<file path="config.mk">
export PLATFORM = sky130hd
export DESIGN_NAME = spi_host_ctrl
export DESIGN_NICKNAME = d
export VERILOG_FILES = /design/src/rtl/spi_host_ctrl_pkg.sv /design/src/rtl/spi_host_ctrl_rr_arbiter.sv /design/src/rtl/spi_host_ctrl.sv
export SDC_FILE = /design/constraint.sdc
export NUM_CORES = 1
export LEC_CHECK = 0
export ABC_AREA = 1
export ABC_CLOCK_PERIOD_IN_PS = 3800
export BUFFER_PORTS_ARGS = -buffer_cell sky130_fd_sc_hd__buf_4
export CORE_MARGIN = 1
export CORE_UTILIZATION = 50
export DETAILED_ROUTE_END_ITERATION = 10
export HOLD_SLACK_MARGIN = 0.12
export PLACE_DENSITY = 0.81
export SYNTH_ARGS = -nofsm -noshare
export SYNTH_HDL_FRONTEND = slang
export SYNTH_SLANG_ARGS = --single-unit
</file>
<file path="constraint.sdc">
create_clock -name clk -period 3.8 [get_ports clk]
set_input_delay 0.19 -clock clk [delete_from_list [all_inputs] [get_ports clk]]
set_output_delay 0.19 -clock clk [all_outputs]
set_load 0.005 [all_outputs]
</file>
<file path="src/rtl/spi_host_ctrl_pkg.sv">
// Shared definitions for the SPI host controller: FSM states, command word
// bit positions and small sizing helpers.
package spi_host_ctrl_pkg;

  // Frame sequencer states.
  typedef enum logic [2:0] {
    ST_IDLE  = 3'd0,
    ST_SETUP = 3'd1,
    ST_SHIFT = 3'd2,
    ST_HOLD  = 3'd3,
    ST_GAP   = 3'd4
  } spi_state_e;

  // Command word layout: {zeros, addr, dir}.
  localparam int DIR_BIT  = 0;
  localparam int ADDR_LSB = 1;

  // Number of serial bits in one command+data frame.
  function automatic int frame_len(input int cmd_w, input int data_w);
    return cmd_w + data_w;
  endfunction

  // Width of a requester index; never below one bit.
  function automatic int idx_width(input int n);
    return (n > 1) ? $clog2(n) : 1;
  endfunction

endpackage

</file>
<file path="src/rtl/spi_host_ctrl_rr_arbiter.sv">
// Combinational round-robin arbiter: the search starts at ptr and wraps,
// returning the first asserted request as both a one-hot vector and an index.
module spi_rr_arbiter
  import spi_host_ctrl_pkg::*;
#(
  parameter int NUM_REQ = 2,
  localparam int IDX_W = idx_width(NUM_REQ)
) (
  input  logic [NUM_REQ-1:0] req,
  input  logic [IDX_W-1:0]   ptr,
  output logic [NUM_REQ-1:0] grant_onehot,
  output logic [IDX_W-1:0]   grant_idx,
  output logic               any
);

  // Scan requesters from ptr upwards (wrapping) and take the first one pending.
  always_comb begin
    grant_onehot = '0;
    grant_idx    = '0;
    any          = 1'b0;
    for (int off = 0; off < NUM_REQ; off++) begin
      if (!any && req[(int'(ptr) + off) % NUM_REQ]) begin
        any = 1'b1;
        grant_idx = IDX_W'((int'(ptr) + off) % NUM_REQ);
        grant_onehot[(int'(ptr) + off) % NUM_REQ] = 1'b1;
      end else begin
      end
    end
  end

endmodule

</file>
<file path="src/rtl/spi_host_ctrl.sv">
// SPI host shared by NUM_REQ requesters. One register access per grant is
// serialised as a mode-0 command+data frame, LSB first, with read data
// returned on a shared bus and a per-requester completion pulse.
module spi_host_ctrl
  import spi_host_ctrl_pkg::*;
#(
  parameter int NUM_REQ        = 2,
  parameter int SPI_CMD_WIDTH  = 8,
  parameter int SPI_DATA_WIDTH = 8,
  parameter int SPI_ADDR_WIDTH = 3,
  parameter int CLK_DIV        = 4
) (
  input  logic                                clk,
  input  logic                                rst,
  input  logic [NUM_REQ-1:0]                  req_valid,
  output logic [NUM_REQ-1:0]                  req_ready,
  input  logic [NUM_REQ*SPI_ADDR_WIDTH-1:0]   req_addr,
  input  logic [NUM_REQ-1:0]                  req_dir,
  input  logic [NUM_REQ*SPI_DATA_WIDTH-1:0]   req_wdata,
  output logic [NUM_REQ-1:0]                  rsp_valid,
  output logic [SPI_DATA_WIDTH-1:0]           rsp_rdata,
  output logic                                busy,
  output logic                                spi_clk,
  output logic                                spi_sel,
  output logic                                spi_mosi,
  input  logic                                spi_miso
);

  localparam int TOTAL = frame_len(SPI_CMD_WIDTH, SPI_DATA_WIDTH);
  localparam int BIT_W = $clog2(TOTAL + 1);
  localparam int DIV_W = $clog2(2 * CLK_DIV);
  localparam int IDX_W = idx_width(NUM_REQ);

  localparam logic [DIV_W-1:0] DIV_LAST = DIV_W'(CLK_DIV - 1);
  localparam logic [DIV_W-1:0] GAP_LAST = DIV_W'(2 * CLK_DIV - 1);
  localparam logic [BIT_W-1:0] BIT_LAST = BIT_W'(TOTAL - 1);
  localparam logic [BIT_W-1:0] CMD_BITS = BIT_W'(SPI_CMD_WIDTH);
  localparam logic [IDX_W-1:0] IDX_LAST = IDX_W'(NUM_REQ - 1);

  spi_state_e                state_r;
  logic [DIV_W-1:0]          div_cnt_r;
  logic [BIT_W-1:0]          bit_cnt_r;
  logic                      phase_r;
  logic [TOTAL-2:0]          tx_sr_r;
  logic [SPI_DATA_WIDTH-1:0] rx_sr_r;
  logic [IDX_W-1:0]          owner_r;
  logic                      dir_r;
  logic [IDX_W-1:0]          ptr_r;

  logic [NUM_REQ-1:0]        grant_onehot_s;
  logic [IDX_W-1:0]          grant_idx_s;
  logic                      any_s;
  logic [SPI_ADDR_WIDTH-1:0] win_addr_s;
  logic                      win_dir_s;
  logic [SPI_DATA_WIDTH-1:0] win_wdata_s;
  logic [SPI_CMD_WIDTH-1:0]  win_cmd_s;
  logic [TOTAL-1:0]          tx_word_s;

  spi_rr_arbiter #(
    .NUM_REQ (NUM_REQ)
  ) u_arb (
    .req          (req_valid),
    .ptr          (ptr_r),
    .grant_onehot (grant_onehot_s),
    .grant_idx    (grant_idx_s),
    .any          (any_s)
  );

  // Build the outgoing frame for the arbitration winner; reads send zero data bits.
  always_comb begin
    win_addr_s  = req_addr[int'(grant_idx_s) * SPI_ADDR_WIDTH +: SPI_ADDR_WIDTH];
    win_dir_s   = req_dir[grant_idx_s];
    win_wdata_s = req_wdata[int'(grant_idx_s) * SPI_DATA_WIDTH +: SPI_DATA_WIDTH];
    win_cmd_s   = '0;
    win_cmd_s[ADDR_LSB +: SPI_ADDR_WIDTH] = win_addr_s;
    win_cmd_s[DIR_BIT] = win_dir_s;
    if (win_dir_s) begin
      tx_word_s = {win_wdata_s, win_cmd_s};
    end else begin
      tx_word_s = {{SPI_DATA_WIDTH{1'b0}}, win_cmd_s};
    end
  end

  // Frame sequencer: arbitration, clock division, serialisation and response.
  always_ff @(posedge clk) begin
    if (rst) begin
      state_r   <= ST_IDLE;
      div_cnt_r <= '0;
      bit_cnt_r <= '0;
      phase_r   <= 1'b0;
      tx_sr_r   <= '0;
      rx_sr_r   <= '0;
      owner_r   <= '0;
      dir_r     <= 1'b0;
      ptr_r     <= '0;
      req_ready <= '0;
      rsp_valid <= '0;
      rsp_rdata <= '0;
      busy      <= 1'b0;
      spi_clk   <= 1'b0;
      spi_sel   <= 1'b1;
      spi_mosi  <= 1'b0;
    end else begin
      req_ready <= '0;
      rsp_valid <= '0;
      rsp_rdata <= '0;
      case (state_r)
        ST_IDLE: begin
          spi_sel  <= 1'b1;
          spi_clk  <= 1'b0;
          spi_mosi <= 1'b0;
          busy     <= 1'b0;
          if (any_s) begin
            // Bit 0 goes straight onto mosi; the rest waits in the shifter.
            req_ready <= grant_onehot_s;
            owner_r   <= grant_idx_s;
            dir_r     <= win_dir_s;
            tx_sr_r   <= tx_word_s[TOTAL-1:1];
            spi_mosi  <= tx_word_s[0];
            spi_sel   <= 1'b0;
            busy      <= 1'b1;
            ptr_r     <= (grant_idx_s == IDX_LAST) ? '0 : grant_idx_s + IDX_W'(1);
            div_cnt_r <= '0;
            state_r   <= ST_SETUP;
          end else begin
            state_r <= ST_IDLE;
          end
        end
        ST_SETUP: begin
          if (div_cnt_r == DIV_LAST) begin
            div_cnt_r <= '0;
            bit_cnt_r <= '0;
            phase_r   <= 1'b0;
            state_r   <= ST_SHIFT;
          end else begin
            div_cnt_r <= div_cnt_r + DIV_W'(1);
          end
        end
        ST_SHIFT: begin
          if (div_cnt_r == DIV_LAST) begin
            div_cnt_r <= '0;
            if (!phase_r) begin
              // Rising edge: the device has held miso stable through the low phase.
              spi_clk <= 1'b1;
              phase_r <= 1'b1;
              if (bit_cnt_r >= CMD_BITS) begin
                rx_sr_r <= {spi_miso, rx_sr_r[SPI_DATA_WIDTH-1:1]};
              end else begin
                rx_sr_r <= rx_sr_r;
              end
            end else begin
              // Falling edge: mosi moves to the next bit together with clk going low.
              spi_clk <= 1'b0;
              phase_r <= 1'b0;
              if (bit_cnt_r == BIT_LAST) begin
                spi_mosi <= 1'b0;
                state_r  <= ST_HOLD;
                if (CLK_DIV == 1) begin
                  rsp_valid[owner_r] <= 1'b1;
                  rsp_rdata <= dir_r ? {SPI_DATA_WIDTH{1'b0}} : rx_sr_r;
                end else begin
                end
              end else begin
                bit_cnt_r <= bit_cnt_r + BIT_W'(1);
                spi_mosi  <= tx_sr_r[0];
                tx_sr_r   <= {1'b0, tx_sr_r[TOTAL-2:1]};
              end
            end
          end else begin
            div_cnt_r <= div_cnt_r + DIV_W'(1);
          end
        end
        ST_HOLD: begin
          if (div_cnt_r == DIV_LAST) begin
            div_cnt_r <= '0;
            spi_sel   <= 1'b1;
            state_r   <= ST_GAP;
          end else begin
            div_cnt_r <= div_cnt_r + DIV_W'(1);
            // Raise the response so it is visible during the final HOLD cycle.
            if ((div_cnt_r + DIV_W'(1)) == DIV_LAST) begin
              rsp_valid[owner_r] <= 1'b1;
              rsp_rdata <= dir_r ? {SPI_DATA_WIDTH{1'b0}} : rx_sr_r;
            end else begin
            end
          end
        end
        ST_GAP: begin
          spi_sel <= 1'b1;
          if (div_cnt_r == GAP_LAST) begin
            div_cnt_r <= '0;
            busy      <= 1'b0;
            state_r   <= ST_IDLE;
          end else begin
            div_cnt_r <= div_cnt_r + DIV_W'(1);
          end
        end
        default: begin
          div_cnt_r <= '0;
          spi_sel   <= 1'b1;
          spi_clk   <= 1'b0;
          spi_mosi  <= 1'b0;
          busy      <= 1'b0;
          state_r   <= ST_IDLE;
        end
      endcase
    end
  end

endmodule

</file>
# Word-level counts from Yosys, hierarchy flattened
# Cells that the tools add are included.
classes:
  muxes: 59
  multipliers: 1
  add_sub_neg: 4
  div_mod_pow: 0
  bitwise: 10
  reduce_logical: 24
  n_eq_ne: 16
  order_cmp: 8
  shift: 2
ops:
  columns: ["cell", "count"]
  rows:
  - ["$mux W15", 4]
  - ["$pmux W15 S2", 1]
  - ["$mux W1", 27]
  - ["$mux W3", 9]
  - ["$mux W5", 4]
  - ["$mux W16", 1]
  - ["$ne A2 B2 Y1 const B", 8]
  - ["$shiftx A16 B5 Y8", 1]
  - ["$pmux W3 S5", 1]
  - ["$eq A3 B2 Y1 const B", 4]
  - ["$pmux W5 S2", 1]
  - ["$reduce_and A5 Y1", 2]
  - ["$pmux W1 S3", 3]
  - ["$pmux W3 S3", 1]
  - ["$reduce_or A3 Y1", 3]
  - ["$not A1 Y1", 8]
  - ["$reduce_and A2 Y1", 4]
  - ["$eq A3 B3 Y1 const B", 2]
  - ["$lt A1 B2 Y1 const B", 3]
  - ["$reduce_and A3 Y1", 2]
  - ["$reduce_and A6 Y1", 1]
  - ["$shiftx A6 B4 Y3", 1]
  - ["$add A5 B1 Y5 const B", 1]
  - ["$eq A5 B4 Y1 const B", 1]
  - ["21 further kinds", 31]
word_totals:
  latchBits: 0
  input_bits: 29
  wordCells: 140
  memories: 0
  ff_bits: 54
  mem_bits_ro: 0
  out_inout_bits: 16
  mem_bits_rw: 0

# Logic depth before layout (Yosys ltp)
# Gate-level depths: netlist (run 1).
logic_depth:
  word_depth: 12
  ltp_mapped: 12
  depth_no_buf: 12

# Modules after synthesis
# Synthesis (run 1) repeated with hierarchy kept, for this count alone.
hier_totals:
  cells_unflattened: 391
  area_unflattened_um2: 2692.6
by_module_without_submodules:
  columns: ["mod", "seq_area_each_um2", "cells_each", "n_inst", "area_per_inst_um2"]
  rows:
  - ["spi_host_ctrl", 1081.0, 384, 1, 2662.6]
  - ["spi_rr_arbiter", 0.0, 7, 1, 30.0]

# Worst setup path after synthesis (run 1)
# OpenSTA, ideal clock, no wires.
synth_timing:
  kind: "register to register"
  from: "register div_cnt_r[0]"
  to: "register rsp_rdata[0]"
  required_ns: 3.738
  arrival_ns: 1.560
  period_less_slack_ns: 1.621
  path_stages_with_launch: 10
  setup_time_ns: 0.062
  slack_ns: 2.179
  path_buffers: 1
  cell_sequence: "dfxtp_1 > ha_1 > ha_1 > inv_2 > nand3_2 > nor2_2 > inv_2 > or2_1 > buf_6 > nor2_2"
synth_between:
  elab_chain_cells: 4
  word_cells_on_any_way: 5
  classes_between: "1 x add/sub; 2 x eq/ne; 1 x bitwise; 1 x reduce/logical"
synth_rtl:
  columns: ["element", "line_no", "source"]
  rows:
  - ["start, declared", "spi_host_ctrl.sv:41", "logic [DIV_W-1:0] div_cnt_r;"]
  - ["start signal, assigned", "spi_host_ctrl.sv:136", "div_cnt_r <= div_cnt_r + DIV_W'(1);"]
  - ["start signal, assigned", "spi_host_ctrl.sv:170", "div_cnt_r <= div_cnt_r + DIV_W'(1);"]
  - ["start signal, assigned", "spi_host_ctrl.sv:179", "div_cnt_r <= div_cnt_r + DIV_W'(1);"]
  - ["$add A3 B1 Y3", "spi_host_ctrl.sv:181", "if ((div_cnt_r + DIV_W'(1)) == DIV_LAST) begin"]
  - ["$eq A3 B2 Y1", "spi_host_ctrl.sv:181", null]
  - ["$not A1 Y1 (no line)", null, null]
  - ["$reduce_or A5 Y1 (no line) (*)", null, null]
  - ["end signal, assigned", "spi_host_ctrl.sv:160", "rsp_rdata <= dir_r ? {SPI_DATA_WIDTH{1'b0}} : rx_sr_r;"]
  - ["end signal, assigned", "spi_host_ctrl.sv:183", "rsp_rdata <= dir_r ? {SPI_DATA_WIDTH{1'b0}} : rx_sr_r;"]
  - ["end, declared", "spi_host_ctrl.sv:21", "output logic [SPI_DATA_WIDTH-1:0] rsp_rdata,"]
# Every way passes the cells marked *; elsewhere a longest branch is shown, timed or not.
# A chain may end at the register's enable or synchronous reset.

# Final worst setup path (run 1)
layout_timing:
  from: "register state_r[1]"
  to: "register rx_sr_r[2]"
layout_between:
  elab_chain_cells: 2
layout_rtl:
  columns: ["element", "line_no", "source"]
  rows:
  - ["start, declared", "spi_host_ctrl.sv:40", "spi_state_e state_r;"]
  - ["start signal, assigned", "spi_host_ctrl.sv:87", "state_r <= ST_IDLE;"]
  - ["start signal, assigned", "spi_host_ctrl.sv:124", "state_r <= ST_SETUP;"]
  - ["start signal, assigned", "spi_host_ctrl.sv:126", "state_r <= ST_IDLE;"]
  - ["$eq A3 B2 Y1", "spi_host_ctrl.sv:107", "case (state_r)"]
  - ["$reduce_and A4 Y1 (no line)", null, null]
  - ["end signal, assigned", "spi_host_ctrl.sv:147", "rx_sr_r <= {spi_miso, rx_sr_r[SPI_DATA_WIDTH-1:1]};"]
  - ["end signal, assigned", "spi_host_ctrl.sv:149", "rx_sr_r <= rx_sr_r;"]
  - ["end, declared", "spi_host_ctrl.sv:45", "logic [SPI_DATA_WIDTH-1:0] rx_sr_r;"]
# No other way between the ends.

==> results by group, run 1 <==
Status
  • Status: finished clean

Worst setup path
  • CP Capture Type: flop
  • Arrival @ worst endpoint: between 2000 and 2500 ps
  • WP data required: 4050 ps
  • First element of the critical path: state_r[1]
  • Critical path class: flop to flop
  • CP startpoint kind: flop
  • FF-to-FF Start: state_r[1]
  • CP Max Fanout: 21

Pwr
  • Sequential power share: 37.2%
  • Leakage: 1.61 nW
  • Switching pwr: slightly above 0.9 mW
  • Pwr Total: 2.13 mW
  • Max VDD drop: about 0.48 mV
  • Sw frac: around 44%
  • Pwr Density: between 600 and 700 nW/um^2
  • Clock group share of total power: between 10% and 20%
  • Comb power frac: 47.5%
  • Pint: ~1.2 mW

Cells and area
  • Diodes inserted: 0
  • Final cell count without fillers: ~520
  • Final nets: approximately 500
  • Layout cells sized above 1: 17.9%
  • Finished Core Util: 60.8%
  • Area grow syn2layout: 15.7%
  • Multi-input gate area: roughly 1400 um^2
  • Fillers: 477
  • Post-route cell area: 3170 um^2
  • Register area: 1080 um^2

Routing
  • Routed Antenna Nets: 0
  • Wire per inst: 10.3 um
  • Vias/cell: around 4.8
  • Via count: 2483
  • Initial drt markers: between 100 and 150
  • Routed wire length: 5.38 mm
  • DRC viols: 0
  • Drt first pass iters: 4

Timing
  • Period minus WS final: roughly 2000 ps
  • Slew Viols, Final: 0
  • Hold_ws: 141 ps
  • Final setup violation count: 0
  • Headroom to the max-slew limit: approximately 40%
  • Part of the cycle the worst path needs: a little over 50%
  • RSZ-0062 raised after global routing: false
  • Setup TNS: 0 ps
  • Setup ws final: 1830 ps
  • Final Skew: ~3.7 ps
  • Slew @ Worst Pin: ~900 ps
  • Fmax: 0.508 GHz
  • Hold Fails Final Rpt: 0

Clock tree
  • Worst skew pair latency: between 300 and 400 ps
  • CTS HTree Levels: 2
  • Clock-pin slew on the worst setup and hold paths: approximately 90 ps
  • Clock Sink Count: 54
  • TritonCTS clock tree: built
  • Clk buf depth: 2
  • CTS root buf: clkbuf_8
  • Setup Buffers After CTS: 0
  • Total CTS buffers: 5

Floorplan
  • # IOs: 45
  • DIE HEIGHT: between 70 and 80 um
  • Die Area: approximately 5800 um^2
  • Core ar.: between 5000 and 6000 um^2
  • Starting Density: 52.6%
  • Die W: approximately 76 um
  • Row count: 26

Place
  • Gpl congestion: between 0.8 and 0.9
  • I/O Buffers: 44
  • Dpl cells: 513
  • Placed cell area: roughly 3100 um^2
  • Dpl hpwl: 4.03 mm
  • Place WS: about 1800 ps

Global routing
  • Vias in the first global route: 2229
  • Global Route Usage Sum: 19.3%
  • First-pass GRT wire length: between 9 and 10 mm
  • Pin count of the biggest net entering global routing: 31
  • Overflow after GRT: 0
  • Initial antenna violation count: 0

Yosys
  • Area leader, netlist: dfxtp_1
  • Post-Syn Nets: 450
  • Synth top area share: slightly below 40%
  • Yosys warning total: 0
  • Synthesized area per cell: between 6 and 7 um^2
  • Syn Inst Count: 413
  • Mapped cell area: between 2000 and 3000 um^2
  • Sequential share of the synthesized area: around two fifths
  • Synth cell types: 26
  • FF+latch count, synth: 54
  • Most area-consuming cells after synthesis: dfxtp_1 40%, nand2_1 18%, nor2_1 9.5%

Hold path
  • Hold Path Class: primary input to flop
  • Hold path startpoint: req_valid[0]

Flow run
  • Max Cap Violations: 0
## layer usage
| layer | vias up | part of all wire (%) | wire (um) | GRT usage, % |
|---|---|---|---|---|
| met4 | 0 | 1.5 | 80 | 8.27 |
| met5 | - | 0 | 0 | 0 |
| met2 | 59 | 47 | 2530 | 34.3 |
| met3 | 7 | 3.9 | 209 | 2.75 |
| li1 | 1334 | - | - | - |
| met1 | 1083 | 48 | 2560 | 23.3 |
## kinds of logic (layout without fill, tap and decap cells)
family	count (synthesis)	in the layout	synth area share, %
and+or+nand+nor	254	254	39.9
buffers and inverters	65	104	10.2
DFF	54	54	39.5
AOI/OAI and AO/OA	31	31	6.36
adders and majority gates	8	8	3.66
xor gates and xnor gates	1	1	0.320
## layout by cell type (no fill, tap or decap)
master | synthesis | layout
dlygate4sd3_1 | 0 | 1
dfxtp_1 | 54 | 54
nand2_1 | 133 | 133
o21ai_2 | 2 | 2
a31oi_1 | 3 | 3
nand3_1 | 26 | 26
nand2_4 | 1 | 1
a21oi_1 | 18 | 18
nor2_1 | 69 | 69
nand3_2 | 2 | 2
nand3_4 | 1 | 1
nor2_2 | 11 | 11
clkbuf_8 | 0 | 6
buf_4 | 2 | 44
o21ai_0 | 7 | 7
clkinv_2 | 0 | 1
inv_2 | 6 | 6
or2_1 | 1 | 1
xor2_1 | 1 | 1
nand4_1 | 2 | 2
nand2_2 | 3 | 3
nand3b_1 | 2 | 2
inv_1 | 45 | 45
clkbuf_1 | 4 | 1
ha_1 | 8 | 8
nor2_4 | 3 | 3
o211ai_2 | 1 | 1
## cell usage after synthesis, drive strengths merged
library cell and number:
nand3b 2, or2 1, ha 8, clkbuf 4
dfxtp 54, nand4 2, a31oi 3, nor2 83
inv 51, a21oi 18, nand2 137, o211ai 1
buf 10, xor2 1, nand3 29, o21ai 9
## power groups by stage
stage / Clock (mW) / Combinational, mW / Sequential (mW)
6_report: 0.326 / 1.01 / 0.791
5_1_grt: 0.351 / 1.17 / 0.809
4_1_cts: 0.336 / 1.01 / 0.791
3_5_place_dp: 0 / 1.00 / 0.803
3_3_place_gp: 0 / 0.977 / 0.798
2_1_floorplan: 0 / 0.876 / 0.775
## layout make-up
cell class	instances	area share (%)
Clock buffer	7	2.73
Clock inverter	1	0.158
Inverter	51	6.05
Multi-Input combinational cell	294	43.4
Sequential cell	54	34.1
Tap cell	70	2.77
Timing Repair Buffer	45	10.7
## worst max-delay path: stages (launching register included)
cell	delay (ps)
dfxtp_1	540
nand3_2	460
nor2_4	310
o211ai_2	290
nand2_1	130
nand2_1	50
nor2_1	120
## state kept, by name, summed over array words and instances, names as in the netlist
register,flops
ptr_r,1
state_r,3
spi_sel,1
rsp_rdata,8
dir_r,1
req_ready,2
rx_sr_r,8
spi_clk,1
div_cnt_r,3
busy,1
tx_sr_r,15
spi_mosi,1
bit_cnt_r,5
rsp_valid,2
owner_r,1
phase_r,1
## repair_timing
item	4_1_cts	5_1_grt
hold buffers	1	0
endpoints found under the hold margin	1	0
gates resized for setup	0	0
## worst paths after layout
check / end / slack [ps] / cells past startpoint
setup / recovery: rx_sr_r[2] / 1830 / 6
hold / removal: req_ready[0] / 140 / 3
setup reg to reg: rx_sr_r[2] / 1830 / 6
hold reg to reg: rsp_valid[0] / 440 / 1
Note: power is estimated with default switching activity, not from simulation.
==> run 2, diff against run 1 <==
Settings changed: ABC_AREA 1 to 0, ABC_CLOCK_PERIOD_IN_PS 3800 to 2060, PLACE_DENSITY 0.81 to 0.82.
Clock period 3.8 ns to 2.06 ns, I/O delays scaled along.
==> results by group, run 2 <==
Status
  • Status: finished clean (unchanged)

Global routing
  • GR peak layer: met2 (unchanged)
  • Vias in the first global route: 2116 (was 2229)
  • Met1 Use GR: 29.7% (was 23.3%)
  • Global Route Usage Sum: 23.2% (was 19.3%)
  • GRT met2 Usage: 37.8% (was 34.3%)
  • Initial antenna violation count: 0 (unchanged)
  • M3 GR Usage: 5.11% (was 2.75%)
  • Pin count of the biggest net entering global routing: 30 (was 31)
  • Overflow after GRT: 0 (unchanged)
  • First-pass GRT wire length: 9.49 mm (was 9.22 mm)

Floorplan
  • Starting Density: 52.5% (was 52.6%)
  • Die Area: 5310 um^2 (was 5770 um^2)
  • # IOs: 45 (unchanged)
  • DIE HEIGHT: 72.9 um (was 76.0 um)
  • Row count: 25 (was 26)
  • Core ar.: 4790 um^2 (was 5200 um^2)
  • Die W: 72.9 um (was 76.0 um)

Clock tree
  • Clk buf depth: 2 (unchanged)
  • CTS root buf: clkbuf_8 (unchanged)
  • Total CTS buffers: 5 (unchanged)
  • Worst skew pair latency: 310 ps (about the same)
  • TritonCTS clock tree: built (unchanged)
  • Setup Buffers After CTS: 0 (unchanged)
  • Clock-pin slew on the worst setup and hold paths: 100 ps (was 90 ps)
  • Clock Sink Count: 54 (unchanged)
  • CTS HTree Levels: 2 (unchanged)

Worst setup path
  • CP startpoint kind: flop (unchanged)
  • WP data required: 2250 ps (was 4050 ps)
  • Slowest cell on the critical path: dfxtp_1 (unchanged)
  • CP Buf/Inv Count: 1 (was 0)
  • CP Max Fanout: 10 (was 21)
  • Top Family by Delay on Critical Path: adder cells (was simple AND/OR/NAND/NOR gates)
  • CP most frequent cell: ha_1 (was nand2_1)
  • Max stage delay on crit path: 370 ps (was 540 ps)
  • Crit-path cells: ha_1, ha_1, and4b_1, o21a_1, buf_6, mux2i_1, nor2_1 (was nand3_2, nor2_4, o211ai_2, nand2_1, nand2_1, nor2_1)
  • Critical path class: flop to flop (unchanged)
  • CP Capture Type: flop (unchanged)
  • Arrival @ worst endpoint: 2140 ps (was 2210 ps)

Cells and area
  • Finished Core Util: 65.7% (was 60.8%)
  • Final nets: 375 (was 488)
  • Diodes inserted: 0 (unchanged)
  • Number of flip-flops in the largest register: 15 (unchanged)
  • Reg with most FFs: tx_sr_r (unchanged)
  • Area grow syn2layout: 25.2% (was 15.7%)
  • Most common cell after layout, fill and taps aside: dfxtp_1 (was nand2_1)
  • Multi-input gate area: 1340 um^2 (was 1380 um^2)
  • Layout cells sized above 1: 21.5% (was 17.9%)
  • Fillers: 378 (was 477)
  • Register area: 1080 um^2 (unchanged)
  • Regs by FF count: tx_sr_r (15), rsp_rdata (8), rx_sr_r (8) (unchanged)
  • Most frequent cells in the layout: 54 x dfxtp_1, 52 x buf_4, 30 x nor2_1 (was 133 x nand2_1, 69 x nor2_1, 54 x dfxtp_1)
  • Post-route cell area: 3140 um^2 (was 3170 um^2)

Yosys
  • Most frequent cell after synthesis: dfxtp_1 (was nand2_1)
  • Synth top cells by count: 54 x dfxtp_1, 31 x nor2_1, 19 x nand2_1 (was 133 x nand2_1, 69 x nor2_1, 54 x dfxtp_1)
  • Number of synthesized flops with an enable pin: 0 (unchanged)
  • Sequential share of the synthesized area: 43.0% (was 39.5%)
  • FF+latch count, synth: 54 (unchanged)
  • Synth cell types: 44 (was 26)
  • Mapped cell area: 2510 um^2 (was 2740 um^2)
  • FFs w/ async S/R, synth: 0% (unchanged)
  • Synthesized area per cell: 8.72 um^2 (was 6.63 um^2)
  • Ys flop type: dfxtp_1 (unchanged)
  • Area leader, netlist: dfxtp_1 (unchanged)
  • Post-Syn Nets: 325 (was 450)
  • Syn Inst Count: 288 (was 413)
  • Most area-consuming cells after synthesis: dfxtp_1 43%, mux2i_1 5.2%, nor2_1 4.6% (was dfxtp_1 40%, nand2_1 18%, nor2_1 9.5%)
  • Yosys warning total: 0 (unchanged)
  • Synth top area share: 43.0% (was 39.5%)

Pwr
  • Sw frac: 26.1% (was 43.9%)
  • Switching pwr: 0.512 mW (was 0.934 mW)
  • Pint: 1.45 mW (was 1.20 mW)
  • Pwr Density: 624 nW/um^2 (was 672 nW/um^2)
  • Leakage: 1.28 nW (was 1.61 nW)
  • Comb power frac: 13.3% (was 47.5%)
  • Clock group share of total power: 30.8% (was 15.3%)
  • Sequential power share: 55.9% (was 37.2%)
  • Max VDD drop: 0.365 mV (was 0.483 mV)

Timing
  • Hold Fails Final Rpt: 0 (unchanged)
  • RSZ-0062 raised after global routing: false (unchanged)
  • Final setup violation count: 0 (unchanged)
  • Period minus WS final: 1940 ps (was 1970 ps)
  • Setup ws final: 115 ps (was 1830 ps)
  • Final Skew: 2.65 ps (was 3.74 ps)
  • Slew Viols, Final: 0 (unchanged)
  • Setup TNS: 0 ps (unchanged)
  • Part of the cycle the worst path needs: 94.4% (was 51.8%)
  • Slew @ Worst Pin: 645 ps (was 899 ps)
  • Fmax: 0.514 GHz (was 0.508 GHz)
  • Headroom to the max-slew limit: 56.9% (was 40.0%)

Routing
  • Vias/cell: 5.60 (was 4.76)
  • Drt first pass iters: 4 (unchanged)
  • Wire per inst: 14.2 um (was 10.3 um)
  • DRC viols: 0 (unchanged)
  • Routed wire length: 5.75 mm (was 5.38 mm)
  • Initial drt markers: 121 (was 126)
  • Routed Antenna Nets: 0 (unchanged)
  • Via count: 2274 (was 2483)

Place
  • Dpl hpwl: 4.01 mm (was 4.03 mm)
  • I/O Buffers: 44 (unchanged)
  • Placed cell area: 2930 um^2 (was 3070 um^2)
  • Gpl congestion: 0.831 (was 0.866)
  • Place WS: 49.2 ps (was 1800 ps)

Hold path
  • Hold Path Class: primary input to flop (unchanged)

Flow run
  • Max Cap Violations: 0 (unchanged)
[run 2: cell count changes in the layout (fill, tap and decap cells not counted), moves of 11 or more]
cell,change
nand2_1,-114
nor2_1,-39
inv_1,-37
and2_1,+14
mux2i_1,+13
o211ai_1,+12
nand3_1,-11
[run 2: layer usage]
layer | up-vias | share of wire [%]
met2 | 81 | 49
li1 | 1122 | -
met1 | 1055 | 43
met4 | 0 | 2.2
met5 | - | 0
met3 | 16 | 5.7
[run 2: worst register-to-register path, delay by kind of cell, from the launching register on]
kind / cells / cell delay (ps)
adders and majority gates: 2 / 580
muxes: 1 / 220
DFF: 1 / 370
buffers and inverters: 1 / 150
and+or+nand+nor: 2 / 340
AOI/OAI and AO/OA: 1 / 160
[run 2: metrics by stage]
step | hold slack [ps] | power [mW] | cells
2_1_floorplan | 225 | 1.25 | 288
3_3_place_gp | 347 | 1.35 | 388
3_5_place_dp | 360 | 1.36 | 388
4_1_cts | 121 | 1.96 | 405
5_1_grt | 129 | 2.06 | 406
6_report | 127 | 1.96 | 406
[run 2: repair_timing]
item	in CTS	in global routing
endpoints found under the hold margin	9	0
gates resized for setup	0	8
setup endpoints to repair	0	22
hold buffers	9	0
[run 2: final timing paths]
check,start,endpoint,slack (ps),cells past startpoint
setup / recovery,div_cnt_r[0],tx_sr_r[5],120,7
hold / removal,req_wdata[8],tx_sr_r[7],130,3
setup reg to reg,div_cnt_r[0],tx_sr_r[5],120,7
hold reg to reg,owner_r,rsp_valid[0],460,1
[run 2: power groups by stage]
stage	sequential, mW	combinational [mW]	clock, mW
floorplan	1.11	0.141	0
global placement	1.12	0.230	0
detailed placement	1.12	0.237	0
CTS	1.10	0.251	0.617
global route	1.10	0.286	0.669
finish	1.10	0.262	0.603
[run 2: kinds of logic after synthesis]
logic type               after synthesis  share of synthesized area (%)
flip-flops                            54                           43.0
adder cells (fa/ha/maj)                8                           3.99
XOR/XNOR                               4                           1.40
AO/OA/AOI/OAI                         68                           18.5
AND/OR/NAND/NOR                      112                           23.3
buffers and inverters                 29                           4.58
multiplexers                          13                           5.18
[run 2: cell type report]
cell class,count,area share (%)
clock buffer,5,2.19
clock inverter,3,0.796
inverter,8,0.955
multi-input combinational,205,42.5
sequential,54,34.4
tap,67,2.67
timing repair buffer,64,16.5
==> run 3, diff against run 2 <==
Settings changed: CORE_ASPECT_RATIO from default to 0.75.
==> results by group, run 3 (same netlist as run 2, synthesis figures left out) <==
Timing
  • Setup TNS: 0 ps (unchanged)
  • Headroom to the max-slew limit: 60.0% (was 56.9%)
  • Final Skew: 7.93 ps (was 2.65 ps)
  • RSZ-0062 raised after global routing: false (unchanged)
  • Hold Fails Final Rpt: 0 (unchanged)
  • Hold_ws: 102 ps (was 127 ps)
  • Setup ws final: 61.9 ps (was 115 ps)
  • Period minus WS final: 2000 ps (was 1940 ps)
  • Part of the cycle the worst path needs: 97.0% (was 94.4%)
  • Final setup violation count: 0 (unchanged)
  • Fmax: 0.500 GHz (was 0.514 GHz)
  • Slew @ Worst Pin: 600 ps (was 645 ps)
  • Slew Viols, Final: 0 (unchanged)

Routing
  • Wire per inst: 13.9 um (was 14.2 um)
  • Vias/cell: 5.68 (was 5.60)
  • Routed Antenna Nets: 0 (unchanged)
  • Via count: 2237 (was 2274)
  • Routed wire length: 5.46 mm (was 5.75 mm)
  • DRC viols: 2 (was 0)
  • Drt first pass iters: 7 (was 4)
  • Initial drt markers: 131 (was 121)

Floorplan
  • # IOs: 45 (unchanged)
  • DIE HEIGHT: 63.4 um (was 72.9 um)
  • Core ar.: 4650 um^2 (was 4790 um^2)
  • Starting Density: 54.0% (was 52.5%)
  • Die Area: 5310 um^2 (about the same)
  • Die W: 83.8 um (was 72.9 um)
  • Row count: 21 (was 25)

Global routing
  • Met1 Use GR: 29.5% (was 29.7%)
  • Global Route Usage Sum: 22.6% (was 23.2%)
  • M3 GR Usage: 4.59% (was 5.11%)
  • Vias in the first global route: 2164 (was 2116)
  • Initial antenna violation count: 0 (unchanged)
  • Pin count of the biggest net entering global routing: 30 (unchanged)
  • First-pass GRT wire length: 9.65 mm (was 9.49 mm)
  • GRT met2 Usage: 37.4% (was 37.8%)
  • GR peak layer: met2 (unchanged)
  • Overflow after GRT: 0 (unchanged)

Clock tree
  • CTS HTree Levels: 2 (unchanged)
  • Clk buf depth: 2 (unchanged)
  • Worst skew pair latency: 310 ps (about the same)
  • Clock Sink Count: 54 (unchanged)
  • CTS root buf: clkbuf_8 (unchanged)
  • Clock-pin slew on the worst setup and hold paths: 90 ps (was 100 ps)
  • TritonCTS clock tree: built (unchanged)
  • Total CTS buffers: 5 (unchanged)

Flow run
  • Max Cap Violations: 0 (unchanged)

Place
  • Placed cell area: 2920 um^2 (was 2930 um^2)
  • I/O Buffers: 44 (unchanged)
  • Place WS: 1.69 ps (was 49.2 ps)
  • Dpl hpwl: 3.93 mm (was 4.01 mm)
  • Gpl congestion: 0.802 (was 0.831)

Cells and area
  • Reg with most FFs: tx_sr_r (unchanged)
  • Most frequent cells in the layout: 54 x dfxtp_1, 54 x buf_4, 31 x nor2_1 (was 54 x dfxtp_1, 52 x buf_4, 30 x nor2_1)
  • Number of flip-flops in the largest register: 15 (unchanged)
  • Layout cells sized above 1: 21.4% (was 21.5%)
  • Area grow syn2layout: 23.9% (was 25.2%)
  • Regs by FF count: tx_sr_r (15), rsp_rdata (8), rx_sr_r (8) (unchanged)
  • Post-route cell area: 3110 um^2 (was 3140 um^2)
  • Diodes inserted: 0 (unchanged)
  • Final nets: 373 (was 375)
  • Finished Core Util: 66.9% (was 65.7%)

Worst setup path
  • CP Max Fanout: 12 (was 10)
  • CP Capture Type: flop (unchanged)
  • WP data required: 2260 ps (was 2250 ps)
  • Arrival @ worst endpoint: 2200 ps (was 2140 ps)
  • Critical path class: flop to flop (unchanged)
  • CP startpoint kind: flop (unchanged)

Pwr
  • Leakage: 1.27 nW (was 1.28 nW)
  • Max VDD drop: 0.365 mV (about the same)
  • Pwr Density: 630 nW/um^2 (was 624 nW/um^2)

Hold path
  • Hold Path Class: primary input to flop (unchanged)

Status
  • Status: finished with violations (was finished clean)
  • Failing checks: DRC
## run 3: per-layer routing
layer | vias to the layer above | part of all wire [%]
met5 | - | 0
met4 | 0 | 1.5
met3 | 12 | 3.5
met2 | 38 | 45
met1 | 1063 | 50
li1 | 1124 | -
## run 3: area by class of cell
type | instances | area [um^2]
inverter | 8 | 30.0
clock inverter | 2 | 12.5
sequential | 54 | 1080
tap | 57 | 71.3
clock buffer | 6 | 82.6
multi-input combinational | 205 | 1340
fill | 369 | 1540
timing repair buffer | 62 | 495
## run 3: metrics by stage
stage,total power [mW],cells
detailed placement,1.36,379
CTS,1.96,394
global route,2.05,394
global placement,1.35,379
floorplan,1.25,288
finish,1.96,394
## run 3: repair_timing
action                                 4_1_cts  5_1_grt
buffers inserted                             0        0
cloned                                       0        0
hold buffers                                 7        0
setup endpoints to repair                    1       12
gates resized for setup                      1        7
endpoints found under the hold margin        7        0
## run 3: path summary, 6_finish.rpt
path,start,to,slack (ps),cells after the start
setup / recovery,bit_cnt_r[0],tx_sr_r[14],60,7
hold / removal,req_wdata[13],tx_sr_r[12],100,3
setup reg to reg,bit_cnt_r[0],tx_sr_r[14],60,7
hold reg to reg,owner_r,rsp_valid[0],450,1
## run 3: worst max-delay path: stages (launching register included)
cell and delay (ps):
dfxtp_1 340, ha_1 220, and3_1 200, ha_2 210
and4b_1 270, o21ai_0 90, buf_4 190, o41ai_1 360
## run 3: report_power, final
group | switching, mW | internal, mW
logic | 0.125 | 0.126
registers | 0.0233 | 1.07
clock network | 0.339 | 0.271
total | 0.488 | 1.47
